**config.mk**
```make
export PLATFORM = sky130hd
export DESIGN_NAME = alarm_ring_ctrl
export DESIGN_NICKNAME = d
export VERILOG_FILES = /design/src/rtl/alarm_ring_ctrl.sv
export SDC_FILE = /design/constraint.sdc
export NUM_CORES = 1
export LEC_CHECK = 0
export ABC_AREA = 0
export CAP_MARGIN = 40
export CELL_PAD_IN_SITES_DETAIL_PLACEMENT = 1
export CELL_PAD_IN_SITES_GLOBAL_PLACEMENT = 1
export CORE_MARGIN = 5
export CORE_UTILIZATION = 36
export CTS_BUF_LIST = sky130_fd_sc_hd__clkbuf_4
export DETAILED_ROUTE_END_ITERATION = 10
export GPL_TIMING_DRIVEN = 1
export PLACE_DENSITY = 0.83
export SYNTH_ARGS = -nofsm -noshare
export SYNTH_HDL_FRONTEND = slang
export SYNTH_SLANG_ARGS = --single-unit
```
**constraint.sdc**
```tcl
create_clock -name clk -period 2.38 [get_ports clk]
set_input_delay 0.476 -clock clk [delete_from_list [all_inputs] [get_ports clk]]
set_output_delay 0.476 -clock clk [all_outputs]
set_load 0.005 [all_outputs]
```
**src/rtl/alarm_ring_ctrl.sv**
```systemverilog
// Alarm ring/snooze controller: rings on alarm-time rise, snoozes on key, auto-offs after RING_TIMEOUT ticks.
// All outputs registered or decoded from registered state, one-edge reaction; no backpressure (pulse inputs only).
module alarm_ring_ctrl #(
    parameter logic [5:0] RING_TIMEOUT  = 6'd60,
    parameter logic [8:0] SNOOZE_SEC    = 9'd300,
    parameter logic [1:0] MAX_SNOOZE    = 2'd3,
    parameter logic [3:0] K_SNOOZE      = 4'b0100,
    parameter logic [3:0] K_CONFIRM     = 4'b1000,
    parameter logic [2:0] S_ALARMTUNING = 3'd5
) (
    input  logic       clk,
    input  logic       rst,
    input  logic       tick_1hz,
    input  logic       reach_alarm_time,
    input  logic       alarm_enable,
    input  logic [2:0] sys_status,
    input  logic [3:0] neg_keys_filtered,
    output logic       ring_active,
    output logic       buzzer_en,
    output logic       snooze_active,
    output logic [8:0] snooze_remain,
    output logic [1:0] snooze_count,
    output logic       missed_alarm
);

    typedef enum logic [1:0] {IDLE, RING, SNOOZE} state_t;

    state_t     state;
    logic       reach_d;
    logic [5:0] ring_sec;
    logic       beep_phase;
    logic       rise;
    logic       key_confirm;
    logic       key_snooze;

    assign rise        = reach_alarm_time & ~reach_d;
    assign key_confirm = (neg_keys_filtered == K_CONFIRM);
    assign key_snooze  = (neg_keys_filtered == K_SNOOZE);

    assign ring_active   = (state == RING);
    assign snooze_active = (state == SNOOZE);
    assign buzzer_en     = ring_active & beep_phase;

    always_ff @(posedge clk) begin
        if (rst) begin
            state         <= IDLE;
            reach_d       <= 1'b0;
            ring_sec      <= 6'd0;
            beep_phase    <= 1'b0;
            snooze_remain <= 9'd0;
            snooze_count  <= 2'd0;
            missed_alarm  <= 1'b0;
        end else begin
            reach_d      <= reach_alarm_time;
            missed_alarm <= 1'b0;
            case (state)
                IDLE: begin
                    if (rise && alarm_enable && sys_status != S_ALARMTUNING) begin
                        state      <= RING;
                        ring_sec   <= 6'd0;
                        beep_phase <= 1'b1;
                    end
                end
                RING: begin
                    // Disable and confirm outrank snooze, which outranks the timeout tick.
                    if (!alarm_enable || key_confirm) begin
                        state         <= IDLE;
                        ring_sec      <= 6'd0;
                        beep_phase    <= 1'b0;
                        snooze_remain <= 9'd0;
                        snooze_count  <= 2'd0;
                    end else if (key_snooze && snooze_count < MAX_SNOOZE) begin
                        state         <= SNOOZE;
                        snooze_remain <= SNOOZE_SEC;
                        snooze_count  <= snooze_count + 2'd1;
                    end else if (tick_1hz) begin
                        if (ring_sec == RING_TIMEOUT - 6'd1) begin
                            state         <= IDLE;
                            missed_alarm  <= 1'b1;
                            ring_sec      <= 6'd0;
                            beep_phase    <= 1'b0;
                            snooze_remain <= 9'd0;
                            snooze_count  <= 2'd0;
                        end else begin
                            ring_sec   <= ring_sec + 6'd1;
                            beep_phase <= ~beep_phase;
                        end
                    end
                end
                SNOOZE: begin
                    if (!alarm_enable || key_confirm) begin
                        state         <= IDLE;
                        ring_sec      <= 6'd0;
                        beep_phase    <= 1'b0;
                        snooze_remain <= 9'd0;
                        snooze_count  <= 2'd0;
                    end else if (tick_1hz) begin
                        if (snooze_remain == 9'd1) begin
                            state         <= RING;
                            snooze_remain <= 9'd0;
                            ring_sec      <= 6'd0;
                            beep_phase    <= 1'b1;
                        end else if (snooze_remain != 9'd0) begin
                            snooze_remain <= snooze_remain - 9'd1;
                        end
                    end
                end
                default: state <= IDLE;
            endcase
        end
    end

endmodule

```
---- Word level (Yosys, flattened, before mapping) ----
Index checks and enable logic that the tools add are counted.
storage, ports and cells
  word-level logic and storage cells ...... 88
  output and inout bits ................... 15
  bits in registers ....................... 22
operators by class
  $lt $le $gt $ge ......................... 1
  bitwise operators ....................... 6
  reductions and logical operators ........ 14
  equality and inequality tests ........... 16
  muxes and demuxes ....................... 41
  add/subtract/negate cells ............... 3
operators by type and width
  operator                                           number
  two-way mux 9 bit                                  8
  two-way mux 6 bit                                  8
  two-way mux 2 bit                                  11
  one-hot mux 6 bit (3 select lines)                 1
  one-hot mux 9 bit (2 select lines)                 1
  AND reduction 5 bit                                2
  == test 9 x 1 -> 1 bit (second input constant)     1
  two-way mux 1 bit                                  9
  nonzero test 9 bit                                 1
  subtractor 9 x 1 -> 9 bit (second input constant)  1
  != test 4 x 1 -> 1 bit (second input constant)     2
  adder 6 x 1 -> 6 bit (second input constant)       1
  == test 6 bit (second input constant)              1
  != test 3 x 2 -> 1 bit (second input constant)     2
  != test 3 bit (second input constant)              2
  one-hot mux 2 bit (3 select lines)                 1
  AND reduction 6 bit                                1
  OR reduction 5 bit                                 1
  == test 4 x 3 -> 1 bit (second input constant)     1
  == test 4 bit (second input constant)              1
  != test 4 x 2 -> 1 bit (second input constant)     1
  inverter 1 bit                                     4
  one-hot mux 2 bit (2 select lines)                 1
  AND reduction 4 bit                                1
  15 further kinds                                   18

---- Logic depth before layout (Yosys ltp) ----
  word-level depth ........................ 6
  gate-level depth with buffers ........... 9

---- Least setup slack after synthesis ----
Ideal clock, no wire load.
  path kind ............................... input to register
  start ................................... in neg_keys_filtered[1]
  end ..................................... reg snooze_remain[4]
  data arrival time ....................... 2175 ps
  stages .................................. 8
  data required time ...................... 2245 ps
  library setup time ...................... 135 ps
  path slack .............................. 70 ps
  cells stage by stage .................... or4b_1 -> buf_2 -> and2_1 -> clkbuf_2 -> a31o_1 -> clkbuf_1 -> o311ai_0 -> o41ai_1
on the way
  longest elaborated chain between the ends .. 5
RTL lines
  what                                RTL line  text
  from (decl)                         17        input logic [3:0] neg_keys_filtered,
  == test 4 x 3 -> 1 bit              38        assign key_snooze = (neg_keys_filtered == K_SNOOZE);
  logical AND 1 bit                   72        end else if (key_snooze && snooze_count < MAX_SNOOZE) begin
  two-way mux 9 bit                   72
  two-way mux 9 bit                   66        if (!alarm_enable || key_confirm) begin
  one-hot mux 9 bit (2 select lines)  56        case (state)
  to (signal assigned)                104       snooze_remain <= snooze_remain - 9'd1;
  to (decl)                           21        output logic [8:0] snooze_remain,
Parallel ways exist; a longest one is shown, timed or not.
A chain may end at the register's enable or synchronous reset.

---- Worst setup path in the final report ----
  start ................................... in neg_keys_filtered[3]
  end ..................................... reg snooze_remain[6]
The elaborated chain is that of the path after synthesis.

==> impl_metrics.tcl <==
set metrics [dict create \
    status "complete, no violations" \
    io_buffers 26 \
    num_rows 23 \
    worstPathArrival_ps 2590 \
    die_w_um 73.22 \
    criticalPathCategory "in2reg" \
    fin_crit_ps 2364 \
    p_sw_w 0.0002582 \
    clockBufferDepth 2 \
    antenna_found_initial 0 \
    num_io_pins 27 \
    ys_seq_elements 22 \
    maxCapViolCount 0 \
    yosysUniqueCellTypes 40 \
    ir_worst_vdd_mv 0.1920 \
    grt_max_degree 15 \
    period_share_pct 99.34 \
    worstHoldPathType "reg2reg" \
    via_per_inst 5.993 \
    timing.rr.start "snooze_remain[1]" \
    crit_end "snooze_remain[6]" \
    fill_cells 468 \
    p_clk_share_pct 32.8 \
    syn_inst 177 \
    routabilityCongestion 0.8487 \
    dp_hpwl_um 3935 \
    yosys.area.top_type "dfxtp_1" \
    synth_edf_count 0 \
    synth_top_family_by_area "simple AND/OR/NAND/NOR gates" \
    diodes 0 \
    drc 0 \
    cp-end-kind "flip-flop" \
    power_frac_seq_pct 41.5 \
    coreArea_um2 3943 \
    synth.area.mux_share_pct 0.6957 \
    timing.rr.end "snooze_remain[2]" \
    required_ps 2610 \
    first_iter_violations 90 \
    yosysWarnings 0 \
    yosysSeqAreaShare_pct 30.61 \
    cts.clk_slew.worst_paths_ps 150 \
    drt_wl_total_um 5611 \
    cts_tree "done" \
    rrSetupSlack_ps 30 \
    synth_adder_area_share_pct 7.826 \
    cts-root-buf "clkbuf_4" \
    synth_area_per_cell_um2 8.129 \
    chipHeight_um 73.22 \
    yosysMostFrequentCell "dfxtp_1" \
    synth_commonest_cells "22 x dfxtp_1, 19 x a21oi_1, 15 x nor2_1" \
    cp_max_fo 6 \
    first_global_vias 1854 \
    num_vias 1708 \
    ys_top_cells_by_area "dfxtp_1 31%, ha_1 7.8%, a21oi_1 6.6%" \
    start_kind "input pin" \
    synth_compound_area_share_pct 27.91 \
    postCtsHoldBufs 0 \
    grt_pass1_wl_um 8811 \
    setup_viol 0 \
    overflow 0 \
    cp.depth 7 \
    cp-startpoint "neg_keys_filtered[3]" \
    track_usage_pct 20.91 \
    synth_nets 198 \
    swShare_pct 27.85 \
    syn2layout_area_growth_pct 48.43 \
    cpMaxStageDelayCell "or4b_4" \
    r2r_cells 9 \
    max_stage_delay_ps 540 \
    tightestPinTransition_ps 632.4 \
    slew_violations 0 \
    total_leakage_power_nw 0.8426 \
    cts.sinks 22 \
    postLayoutSetupSlackWorst_ps 15.69 \
    layout-drive-gt1-share_pct 26.38 \
    crit_family "simple AND/OR/NAND/NOR gates" \
    drtPass1Iterations 4 \
    hold_viol 0 \
    p_per_area_nw_per_um2 434.1 \
    cp_cell_sequence "clkdlybuf4s50_1 > or4b_4 > and2_4 > buf_4 > a31oi_1 > nand3_1 > o41ai_2" \
    combPwrFrac_pct 25.7 \
    crit_buf_inv 2 \
    cts.htree.levels 1 \
    initial_utilization_pct 36.50 \
    drtAntennaViolNets 0 \
    skew_ps 18.64 \
    async_reset_ff_share_pct 0 \
    numCtsBuffers 3 \
    internal_power_w 0.0006690 \
    wl_per_cell_um 19.69 \
    netlist_area_um2 1439 \
    yosys.area_share.xor_xnor_pct 0 \
    yosys.area.top_type_share_pct 30.61 \
    synthSimpleGateAreaFrac_pct 28.00 \
    holdWs_ps 516.0 \
    fin_nets 257 \
    relSlewSlack_pct 57.71 \
    ys.flop_type "dfxtp_1" \
    die_area_um2 5361 \
    fmax_mhz 423.0 \
    clk_latency_ps 330 \
    post-place-ws_ps -469.7 \
]
## registers in the layout, indices dropped and copies added, names as in the netlist
name	count
state	2
reach_d	1
ring_sec	6
missed_alarm	1
beep_phase	1
snooze_count	2
snooze_remain	9
## worst reg2reg max path: stages, from the launching register on
cell	delay, ps
dfxtp_2	360
inv_2	50
ha_2	180
or4b_2	610
o31a_1	380
buf_6	150
nand2b_4	150
buf_6	140
o211ai_1	130
a21oi_1	100
## per-layer routing
metal | part of all wire (%) | track usage [%]
met5 | 0 | 0
met2 | 52 | 37.24
met3 | 4.2 | 3.030
met4 | 2.8 | 7.582
met1 | 41 | 25.15
## placed cells by master, fill, tap and decap left out, drive strengths merged, types with 4 or more instances in the layout
master / Yosys / final
o31ai: 5 / 5
dfxtp: 22 / 22
o21ai: 11 / 11
buf: 2 / 36
ha: 9 / 9
a21oi: 19 / 19
or3: 4 / 4
and2: 5 / 5
nor3: 4 / 4
nand2: 7 / 7
clkdlybuf4s50: 0 / 25
inv: 10 / 10
nor2: 15 / 15
o211ai: 7 / 7
or4: 11 / 11
## worst min-delay path by stage
stage	depth (start not counted)	from	slack (ps)	end
6_report	2	ring_sec[1]	520	ring_sec[1]
2_1_floorplan	2	ring_sec[5]	450	ring_sec[5]
3_5_place_dp	2	ring_sec[5]	480	ring_sec[5]
3_3_place_gp	2	ring_sec[5]	460	ring_sec[5]
4_1_cts	2	ring_sec[5]	500	ring_sec[5]
5_1_grt	2	snooze_count[1]	550	snooze_count[1]
## final cells by class
cell class | count | area, µm² | share of cell area (%)
clock buffers | 3 | 22.52 | 1.054
well taps | 50 | 62.56 | 2.929
clock inverters | 1 | 30.03 | 1.406
flip-flops and latches | 22 | 442.9 | 20.74
multi-input cells | 137 | 999.7 | 46.81
repair buffers | 62 | 540.5 | 25.31
inverters | 10 | 37.54 | 1.757
## through the flow
step	utilization [%]	instances	TNS [ps]	power [W]	instance area, µm²
after floorplan	-	177	0	0.0004859	1439
after global placement	49.92	277	-5142	0.0005887	1968
after detailed placement	49.92	277	-7207	0.0006044	1968
after CTS	51.51	281	0	0.0009041	2031
after global routing	54.17	285	-292.3	0.0009622	2136
final	54.17	285	0	0.0009271	2136
## timing repair
| item | in CTS | in global routing |
|---|---|---|
| endpoints found under the setup margin | 10 | 16 |
| resized for setup | 2 | 24 |
| buffers inserted | 0 | 3 |
| pin swaps | 0 | 6 |
## kinds of logic (layout without fill, tap and decap cells)
family                   count (synthesis)  after routing
multiplexers                             1              1
AND/OR/NAND/NOR                         68             68
adder cells (fa/ha/maj)                  9              9
AO/OA/AOI/OAI                           59             59
flip-flops                              22             22
buffers and inverters                   18             76
## power groups by stage
stage | Clock [W] | Combinational (W) | Sequential [W]
after floorplan | 0 | 0.0000961 | 0.000390
after global placement | 0 | 0.000198 | 0.000391
after detailed placement | 0 | 0.000211 | 0.000393
after CTS | 0.000304 | 0.000215 | 0.000385
after global routing | 0.000319 | 0.000257 | 0.000387
final | 0.000304 | 0.000239 | 0.000384
No activity file was read; power rests on OpenSTA's default activity.
